`config.mk`:
```
export PLATFORM = sky130hd
export DESIGN_NAME = key_debouncer
export DESIGN_NICKNAME = d
export VERILOG_FILES = /design/src/rtl/key_debouncer.sv
export SDC_FILE = /design/constraint.sdc
export NUM_CORES = 1
export LEC_CHECK = 0
export ABC_AREA = 1
export CAP_MARGIN = 10
export CORE_MARGIN = 3
export CORE_UTILIZATION = 60
export CTS_CLUSTER_SIZE = 25
export DETAILED_ROUTE_END_ITERATION = 16
export DONT_BUFFER_PORTS = 1
export PLACE_DENSITY_LB_ADDON = 0.08
export SYNTH_ARGS = -nofsm -noshare
export SYNTH_HDL_FRONTEND = slang
export SYNTH_SLANG_ARGS = --single-unit
```
`constraint.sdc`:
```
create_clock -name CLOCK_50 -period 1.75 [get_ports CLOCK_50]
set_input_delay 0.35 -clock CLOCK_50 [delete_from_list [all_inputs] [get_ports CLOCK_50]]
set_output_delay 0.35 -clock CLOCK_50 [all_outputs]
set_load 0.1 [all_outputs]
```
`src/rtl/key_debouncer.sv`:
```
// Push-button conditioner: synchronizes and debounces an active-low key, emits
// press/release/long-press strobes and steps a 2-bit blink-rate select on short presses.
module key_debouncer #(
  parameter int DEBOUNCE_CYCLES   = 50,
  parameter int LONG_PRESS_CYCLES = 500
) (
  input  logic       CLOCK_50,
  input  logic       RESET,
  input  logic       KEY_N,
  output logic       KEY_LEVEL,
  output logic       PRESS_PULSE,
  output logic       RELEASE_PULSE,
  output logic       LONG_PULSE,
  output logic [1:0] RATE_SEL
);

  // state       | meaning
  // IDLE        | key released and stable
  // DEB_PRESS   | counting consecutive pressed samples
  // PRESSED     | press accepted, hold counter running
  // LONG_HELD   | long press reported, hold counter saturated
  // DEB_RELEASE | counting consecutive released samples, origin remembered
  typedef enum logic [2:0] {
    IDLE        = 3'd0,
    DEB_PRESS   = 3'd1,
    PRESSED     = 3'd2,
    LONG_HELD   = 3'd3,
    DEB_RELEASE = 3'd4
  } state_t;

  localparam int DEB_W  = $clog2(DEBOUNCE_CYCLES + 1);
  localparam int HOLD_W = $clog2(LONG_PRESS_CYCLES + 1);
  // A sample completes its run when the count of earlier samples already equals N-1.
  localparam logic [DEB_W-1:0]  DEB_LAST  = DEB_W'(DEBOUNCE_CYCLES - 1);
  localparam logic [HOLD_W-1:0] HOLD_LAST = HOLD_W'(LONG_PRESS_CYCLES - 1);

  logic [1:0]        key_sync;
  logic              pressed;
  state_t            state, state_nxt;
  logic [DEB_W-1:0]  deb_cnt, deb_cnt_nxt;
  logic [HOLD_W-1:0] hold_cnt, hold_cnt_nxt;
  logic              origin_long, origin_long_nxt;
  logic              key_level_d, press_d, release_d, long_d;
  logic [1:0]        rate_sel_d;

  always_ff @(posedge CLOCK_50) begin
    if (RESET) key_sync <= 2'b11;
    else       key_sync <= {key_sync[0], KEY_N};
  end

  assign pressed = ~key_sync[1];

  always_ff @(posedge CLOCK_50) begin
    if (RESET) begin
      state       <= IDLE;
      deb_cnt     <= '0;
      hold_cnt    <= '0;
      origin_long <= 1'b0;
    end else begin
      state       <= state_nxt;
      deb_cnt     <= deb_cnt_nxt;
      hold_cnt    <= hold_cnt_nxt;
      origin_long <= origin_long_nxt;
    end
  end

  always_comb begin
    state_nxt       = state;
    deb_cnt_nxt     = deb_cnt;
    hold_cnt_nxt    = hold_cnt;
    origin_long_nxt = origin_long;
    unique case (state)
      IDLE: begin
        if (pressed) begin
          state_nxt   = DEB_PRESS;
          deb_cnt_nxt = DEB_W'(1);
        end else begin
          deb_cnt_nxt = '0;
        end
      end
      DEB_PRESS: begin
        if (!pressed) begin
          state_nxt   = IDLE;
          deb_cnt_nxt = '0;
        end else if (deb_cnt >= DEB_LAST) begin
          state_nxt    = PRESSED;
          deb_cnt_nxt  = '0;
          hold_cnt_nxt = '0;
        end else begin
          deb_cnt_nxt = deb_cnt + DEB_W'(1);
        end
      end
      PRESSED: begin
        if (!pressed) begin
          state_nxt       = DEB_RELEASE;
          deb_cnt_nxt     = DEB_W'(1);
          origin_long_nxt = 1'b0;
        end else begin
          hold_cnt_nxt = hold_cnt + HOLD_W'(1);
          if (hold_cnt >= HOLD_LAST) state_nxt = LONG_HELD;
        end
      end
      LONG_HELD: begin
        if (!pressed) begin
          state_nxt       = DEB_RELEASE;
          deb_cnt_nxt     = DEB_W'(1);
          origin_long_nxt = 1'b1;
        end
      end
      DEB_RELEASE: begin
        // hold_cnt is frozen here so a bounce resumes the long-press timing
        if (pressed) begin
          state_nxt   = origin_long ? LONG_HELD : PRESSED;
          deb_cnt_nxt = '0;
        end else if (deb_cnt >= DEB_LAST) begin
          state_nxt   = IDLE;
          deb_cnt_nxt = '0;
        end else begin
          deb_cnt_nxt = deb_cnt + DEB_W'(1);
        end
      end
      default: begin
        state_nxt   = IDLE;
        deb_cnt_nxt = '0;
      end
    endcase
  end

  always_comb begin
    press_d     = (state == DEB_PRESS)   && (state_nxt == PRESSED);
    release_d   = (state == DEB_RELEASE) && (state_nxt == IDLE);
    long_d      = (state == PRESSED)     && (state_nxt == LONG_HELD);
    key_level_d = (state_nxt == PRESSED) || (state_nxt == LONG_HELD) ||
                  (state_nxt == DEB_RELEASE);
    rate_sel_d  = RATE_SEL;
    if (long_d)                         rate_sel_d = 2'd0;
    else if (release_d && !origin_long) rate_sel_d = RATE_SEL + 2'd1;
  end

  always_ff @(posedge CLOCK_50) begin
    if (RESET) begin
      KEY_LEVEL     <= 1'b0;
      PRESS_PULSE   <= 1'b0;
      RELEASE_PULSE <= 1'b0;
      LONG_PULSE    <= 1'b0;
      RATE_SEL      <= 2'd0;
    end else begin
      KEY_LEVEL     <= key_level_d;
      PRESS_PULSE   <= press_d;
      RELEASE_PULSE <= release_d;
      LONG_PULSE    <= long_d;
      RATE_SEL      <= rate_sel_d;
    end
  end

endmodule
```
==> results.yml, run 1 <==
cts:
  clk_sinks: 27
  clk_transition_reported_paths_ps: 140
  numCtsBuffers: 3
  cts_root_buf: "clkbuf_4"
  cts-hold-fix-buffers: 0
  cts_tree: "built"
  htree_num_levels: 1
  clk-insertion-delay-late_ps: 310
  clock_path_buffers: 2
job:
  max_cap_viols: 0
worst_setup_path:
  cp_num_cells: 15
  worst_path_max_delay_cell: "dfxtp_4"
  worstSetupPathType: "register to register"
  rr_worst_depth: 15
  critPathRequiredTime_ps: 2010
  critPathTopFamily: "simple AND/OR/NAND/NOR gates"
  worstPathBufferInverterCount: 4
  timing.rr.end: "hold_cnt[4]"
  critPathArrivalTime_ps: 1930
  cp-start-kind: "register"
  worstPathCellList: "inv_4 > ha_4 > inv_2 > nor2_1 > nand2_1 > nand2_2 > inv_2 > nand2_4 > nand2_4 > inv_6 > nor3_4 > nand2_1 > nand2_1 > nand2_1 > nor2_1"
  path_max_fanout: 5
  critical_path.endpoint_type: "register"
  critical_path.reg2reg.startpoint: "deb_cnt[0]"
  cp_common_cell: "nand2_1"
  slowest_delay_ps: 410
  regToRegSetupSlack_ps: 90
cells_and_area:
  nNetsFinal: 216
  fillerInstances: 156
  layoutNonFillerInstCount: 235
  syn_to_final_growth_pct: 14.5
  drive_above_1_share_pct: 23.1
  antennaDiodeCount: 0
synth:
  synth_edf_count: 0
  synth_top_flop_cell: "dfxtp_1"
  synthDistinctLibCells: 27
  ys_seq_elements: 27
  yosys.area.top_type: "dfxtp_1"
  post_synth_instance_area_um2: 1360
  netlist_top_cells_count: "nand2_1 (39), dfxtp_1 (27), nor2_1 (26), inv_1 (25), a21oi_1 (12)"
  post-synth-top-count-cell: "nand2_1"
  synth_fp_nets: 199
  async_reset_ff_share_pct: 0
  yosys-top-cells-area: "dfxtp_1 (40%), nand2_1 (11%), nor2_1 (7.2%)"
  synth.avg_cell_area_um2: 7.10
  yosys_warning_count: 0
  netlist.area_leader.share_pct: 39.6
  synth_sequential_area_ratio_pct: 39.6
  synthesis.instances: 192
placement:
  place_inst: 225
  hpwlAfterDp_um: 2030
  gp_congestion: 0.941
  placement.setup.worst_slack_ps: 24.5
  port-buffer-count: 0
routing:
  routed_wire_length_per_instance_um: 12.1
  vias: 1270
  number_of_antenna_violating_nets_in_the_routed_design: 0
  average_via_count_per_standard_cell: 5.40
  detail_route.first_pass.iterations: 4
  postRouteWirelength_um: 2850
  initialDrtViolationCount: 45
  post-route-drc-count: 0
power_and_ir_drop:
  power_leakage_uw: 0.000692
  irDropWorstVdd_mv: 0.435
  power_density_nw_per_um2: 584
worst_hold_path:
  whs_path_depth: 1
  worst_hold_path.endpoint: "deb_cnt[1]"
  worst_hold_startpoint: "RESET"
  hold_path.class: "input port to register"
global_route:
  grt.total_usage_pct: 21.9
  number_of_global_route_vias_before_repair: 1158
  grt_start_max_net_pins: 16
  grt_pass1_wl_um: 4690
  antenna_found_initial: 0
  grt_overflow: 0
floorplanning:
  boundaryPins: 9
  initial_utilization_pct: 66.1
  die-area_um2: 2880
  core_area_um2: 2060
  number_of_rows_created_at_floorplan: 16
  die_h_um: 53.7
  die-width_um: 53.7
timing:
  fin_crit_ps: 1660
  rsz0062_at_grt: "yes"
  final.setup.worst_slack_ps: 86.3
  maxClockFrequency_mhz: 601
  finalSetupViolations: 0
  timing.slew.headroom_pct: 77.4
  hold_violations: 0
  finalSetupTns_ps: 0
  final.period_utilization_pct: 95.1
  number_of_pins_with_negative_max_slew_slack_in_the_final_report: 0
  worst_clock_skew_ps: 1.85
  worst_hold_slack_ps: 81.1
  max_slew.worst_pin.slew_ps: 336
status:
  status: "finished clean"
## through the flow
stage | instance area (um2) | utilization, % | total power [uW]
2_1_floorplan | 1360 | - | 659
3_3_place_gp | 1450 | 70.1 | 660
3_5_place_dp | 1450 | 70.1 | 661
4_1_cts | 1470 | 71.5 | 915
5_1_grt | 1560 | 75.7 | 948
6_report | 1560 | 75.7 | 912
## routing by layer
layer	global-route usage (%)	vias to the layer above	share of wire, %
met5	0	-	0
met4	6.38	0	0
met3	2.77	0	2.9
met2	36.9	31	53
met1	29.0	592	44
li1	-	647	-
## sequential cells by signal, indices dropped and copies added (netlist names)
name	flops
hold_cnt	9
deb_cnt	6
state	3
RATE_SEL	2
key_sync	2
KEY_LEVEL	1
LONG_PULSE	1
PRESS_PULSE	1
RELEASE_PULSE	1
origin_long	1
## cells by family (layout without fill, tap and decap cells)
group / Yosys count / after routing / synth area share [%]
XOR/XNOR: 1 / 1 / 0.642
flip-flops: 27 / 27 / 39.6
AND/OR/NAND/NOR: 104 / 104 / 37.4
buffers and inverters: 32 / 48 / 8.81
adder cells (fa/ha/maj): 4 / 4 / 3.67
AO/OA/AOI/OAI: 24 / 24 / 9.82
## layout make-up
cell class	count	area [um2]	area share, %
Sequential cell	27	547	35.0
Inverter	31	124	7.93
Multi-Input combinational cell	133	733	47.0
Tap cell	27	33.8	2.16
Clock buffer	4	26.3	1.68
Timing Repair Buffer	13	97.6	6.25
## power breakdown
part / internal [uW] / switching (uW)
Combinational: 10.8 / 19.5
Clock: 89.0 / 172
Sequential: 617 / 4.21
## layout by cell type (no fill, tap or decap), types with 2 or more instances in the layout
cell type / synthesis / final
nor3_1: 7 / 7
nand2_1: 39 / 37
inv_2: 5 / 6
clkbuf_4: 0 / 3
o21ai_1: 1 / 2
buf_4: 0 / 13
o21ai_0: 6 / 5
dfxtp_1: 27 / 24
inv_1: 25 / 22
nor2_4: 3 / 3
nand2_4: 2 / 2
a21oi_1: 12 / 12
or2_2: 2 / 2
dfxtp_2: 0 / 2
nand3_1: 9 / 8
nand4_1: 7 / 7
nand3_2: 2 / 3
nand2_2: 4 / 6
ha_1: 4 / 3
nor2_1: 26 / 25
## worst max-delay path by stage
stage                      startpoint          end  slack, ps
after floorplan           RATE_SEL[0]  RATE_SEL[1]        150
after global placement     deb_cnt[0]  hold_cnt[6]        110
after detailed placement   deb_cnt[0]  hold_cnt[6]         20
after CTS                  deb_cnt[0]  RATE_SEL[1]         40
after global routing       deb_cnt[1]  hold_cnt[5]        -70
final                      deb_cnt[0]  hold_cnt[4]         90
## repair_timing
action | 4_1_cts | 5_1_grt
setup buffers | 0 | 6
endpoints found under the setup margin | 4 | 6
pin swaps | 0 | 7
resized for setup | 1 | 17
No activity file was read; power rests on OpenSTA's default activity.
==> inputs of run 2 (changes only) <==
--- a/config.mk
+++ b/config.mk
@@ -8,11 +8,13 @@
 export ABC_AREA = 1
 export CAP_MARGIN = 10
 export CORE_MARGIN = 3
-export CORE_UTILIZATION = 60
+export CORE_UTILIZATION = 40
 export CTS_CLUSTER_SIZE = 25
 export DETAILED_ROUTE_END_ITERATION = 16
 export DONT_BUFFER_PORTS = 1
 export PLACE_DENSITY_LB_ADDON = 0.08
+export SLEW_MARGIN = 20
 export SYNTH_ARGS = -nofsm -noshare
 export SYNTH_HDL_FRONTEND = slang
 export SYNTH_SLANG_ARGS = --single-unit
+export TNS_END_PERCENT = 30
==> results.yml, run 2 (synthesis results as in run 1) <==
status:
  status: "finished clean"
global_route:
  grt_overflow: 0
  antenna_found_initial: 0
  grt.total_usage_pct: 14.5
  grt_start_max_net_pins: 16
  number_of_global_route_vias_before_repair: 1176
  grt_pass1_wl_um: 4890
cells_and_area:
  mostFrequentLayoutCell: "nand2_1"
  largest_register_ff_count: 9
  top_regs: "hold_cnt: 9 flops, deb_cnt: 6 flops, state: 3 flops"
  layoutNonFillerInstCount: 251
  syn_to_final_growth_pct: 14.5
  final_core_util_pct: 49.5
  drive_above_1_share_pct: 21.7
  layout.cells.most_common_list: "nand2_1 (38), nor2_1 (26), dfxtp_1 (24), inv_1 (21)"
  largest_register: "hold_cnt"
  antennaDiodeCount: 0
  nNetsFinal: 215
cts:
  clock_path_buffers: 2
  clk-insertion-delay-late_ps: 320
  numCtsBuffers: 3
  clk_transition_reported_paths_ps: 150
  cts_root_buf: "clkbuf_4"
  htree_num_levels: 1
  cts_tree: "built"
  clk_sinks: 27
  cts-hold-fix-buffers: 0
routing:
  average_via_count_per_standard_cell: 4.80
  routed_wire_length_per_instance_um: 11.1
  post-route-drc-count: 0
  postRouteWirelength_um: 2790
  detail_route.first_pass.iterations: 4
  vias: 1206
  number_of_antenna_violating_nets_in_the_routed_design: 0
  initialDrtViolationCount: 67
power_and_ir_drop:
  irDropWorstVdd_mv: 0.267
  report.power.total_uw: 928
  power_leakage_uw: 0.000682
  power_density_nw_per_um2: 594
worst_setup_path:
  critPathArrivalTime_ps: 1980
  worstSetupPathType: "register to register"
  cp-start-kind: "register"
  critPathRequiredTime_ps: 2020
  critical_path.endpoint_type: "register"
  path_max_fanout: 4
timing:
  final.period_utilization_pct: 97.7
  hold_violations: 0
  timing.slew.headroom_pct: 73.4
  finalSetupViolations: 0
  fin_crit_ps: 1710
  finalSetupTns_ps: 0
  maxClockFrequency_mhz: 585
  worst_clock_skew_ps: 2.28
  max_slew.worst_pin.slew_ps: 397
  number_of_pins_with_negative_max_slew_slack_in_the_final_report: 0
  rsz0062_at_grt: "yes"
floorplanning:
  die-area_um2: 4150
  core_area_um2: 3150
  number_of_rows_created_at_floorplan: 20
  die-width_um: 64.4
  boundaryPins: 9
  initial_utilization_pct: 43.3
  die_h_um: 64.4
placement:
  place_inst: 242
  hpwlAfterDp_um: 2130
  port-buffer-count: 0
  gp_congestion: 0.850
worst_hold_path:
  hold_path.class: "input port to register"
job:
  max_cap_viols: 0
==> run 2: cell count changes in the layout (fill, tap and decap cells not counted), sizes merged <==
cell    before  now
buf         13   12
clkbuf       4    3
clkinv       1    3
inv         30   29
==> run 2: area by class of cell <==
type | count | area, um2
Fill cell | 334 | 1590
Sequential cell | 27 | 547
Inverter | 31 | 124
Tap cell | 44 | 55.1
Clock buffer | 3 | 22.5
Clock inverter | 1 | 5.00
Multi-Input combinational cell | 133 | 718
Timing Repair Buffer | 12 | 90.1
==> run 2: worst max-delay path: stages, from the launching register on <==
cell and delay [ps]:
dfxtp_4 400, inv_4 40, ha_4 140, inv_2 30, nor2_1 30, nand2_1 60
nand2_2 90, inv_2 70, nand2_4 60, nand2_4 90, clkinv_4 60, buf_4 130
buf_4 130, or2_0 190, a21oi_1 120
==> run 2: path summary, 6_finish.rpt <==
kind,depth (start not counted),end,slack [ps],from
min,1,deb_cnt[1],60,RESET
max,14,hold_cnt[0],40,deb_cnt[0]
max reg2reg,14,hold_cnt[0],40,deb_cnt[0]
min reg2reg,1,key_sync[1],440,key_sync[0]
==> run 2: metrics by stage <==
step / setup WS, ps / hold slack, ps / cell area [um2]
6_report: 40.0 / 63.0 / 1560
5_1_grt: -82.9 / 19.9 / 1560
4_1_cts: 31.8 / 54.7 / 1500
3_5_place_dp: 18.1 / 408 / 1470
3_3_place_gp: 54.0 / 398 / 1470
2_1_floorplan: 150 / 389 / 1360
==> run 2: layer usage <==
metal  global-route usage, %  part of all wire (%)  vias up
met5                       0                     0        -
met4                    4.75                  0.43        0
met3                    2.99                   2.8        2
met2                    23.7                    46       15
met1                    19.1                    51      542
li1                        -                     -      647
==> run 2: where the power goes <==
group | internal, uW | switching, uW
registers | 618 | 3.87
logic | 10.5 | 18.7
clock network | 85.7 | 192
==> run 2: timing repair <==
| action | CTS | global route |
|---|---|---|
| pin swaps | 0 | 9 |
| resized for setup | 1 | 15 |
| setup endpoints to repair | 2 | 5 |
| buffers inserted | 0 | 5 |
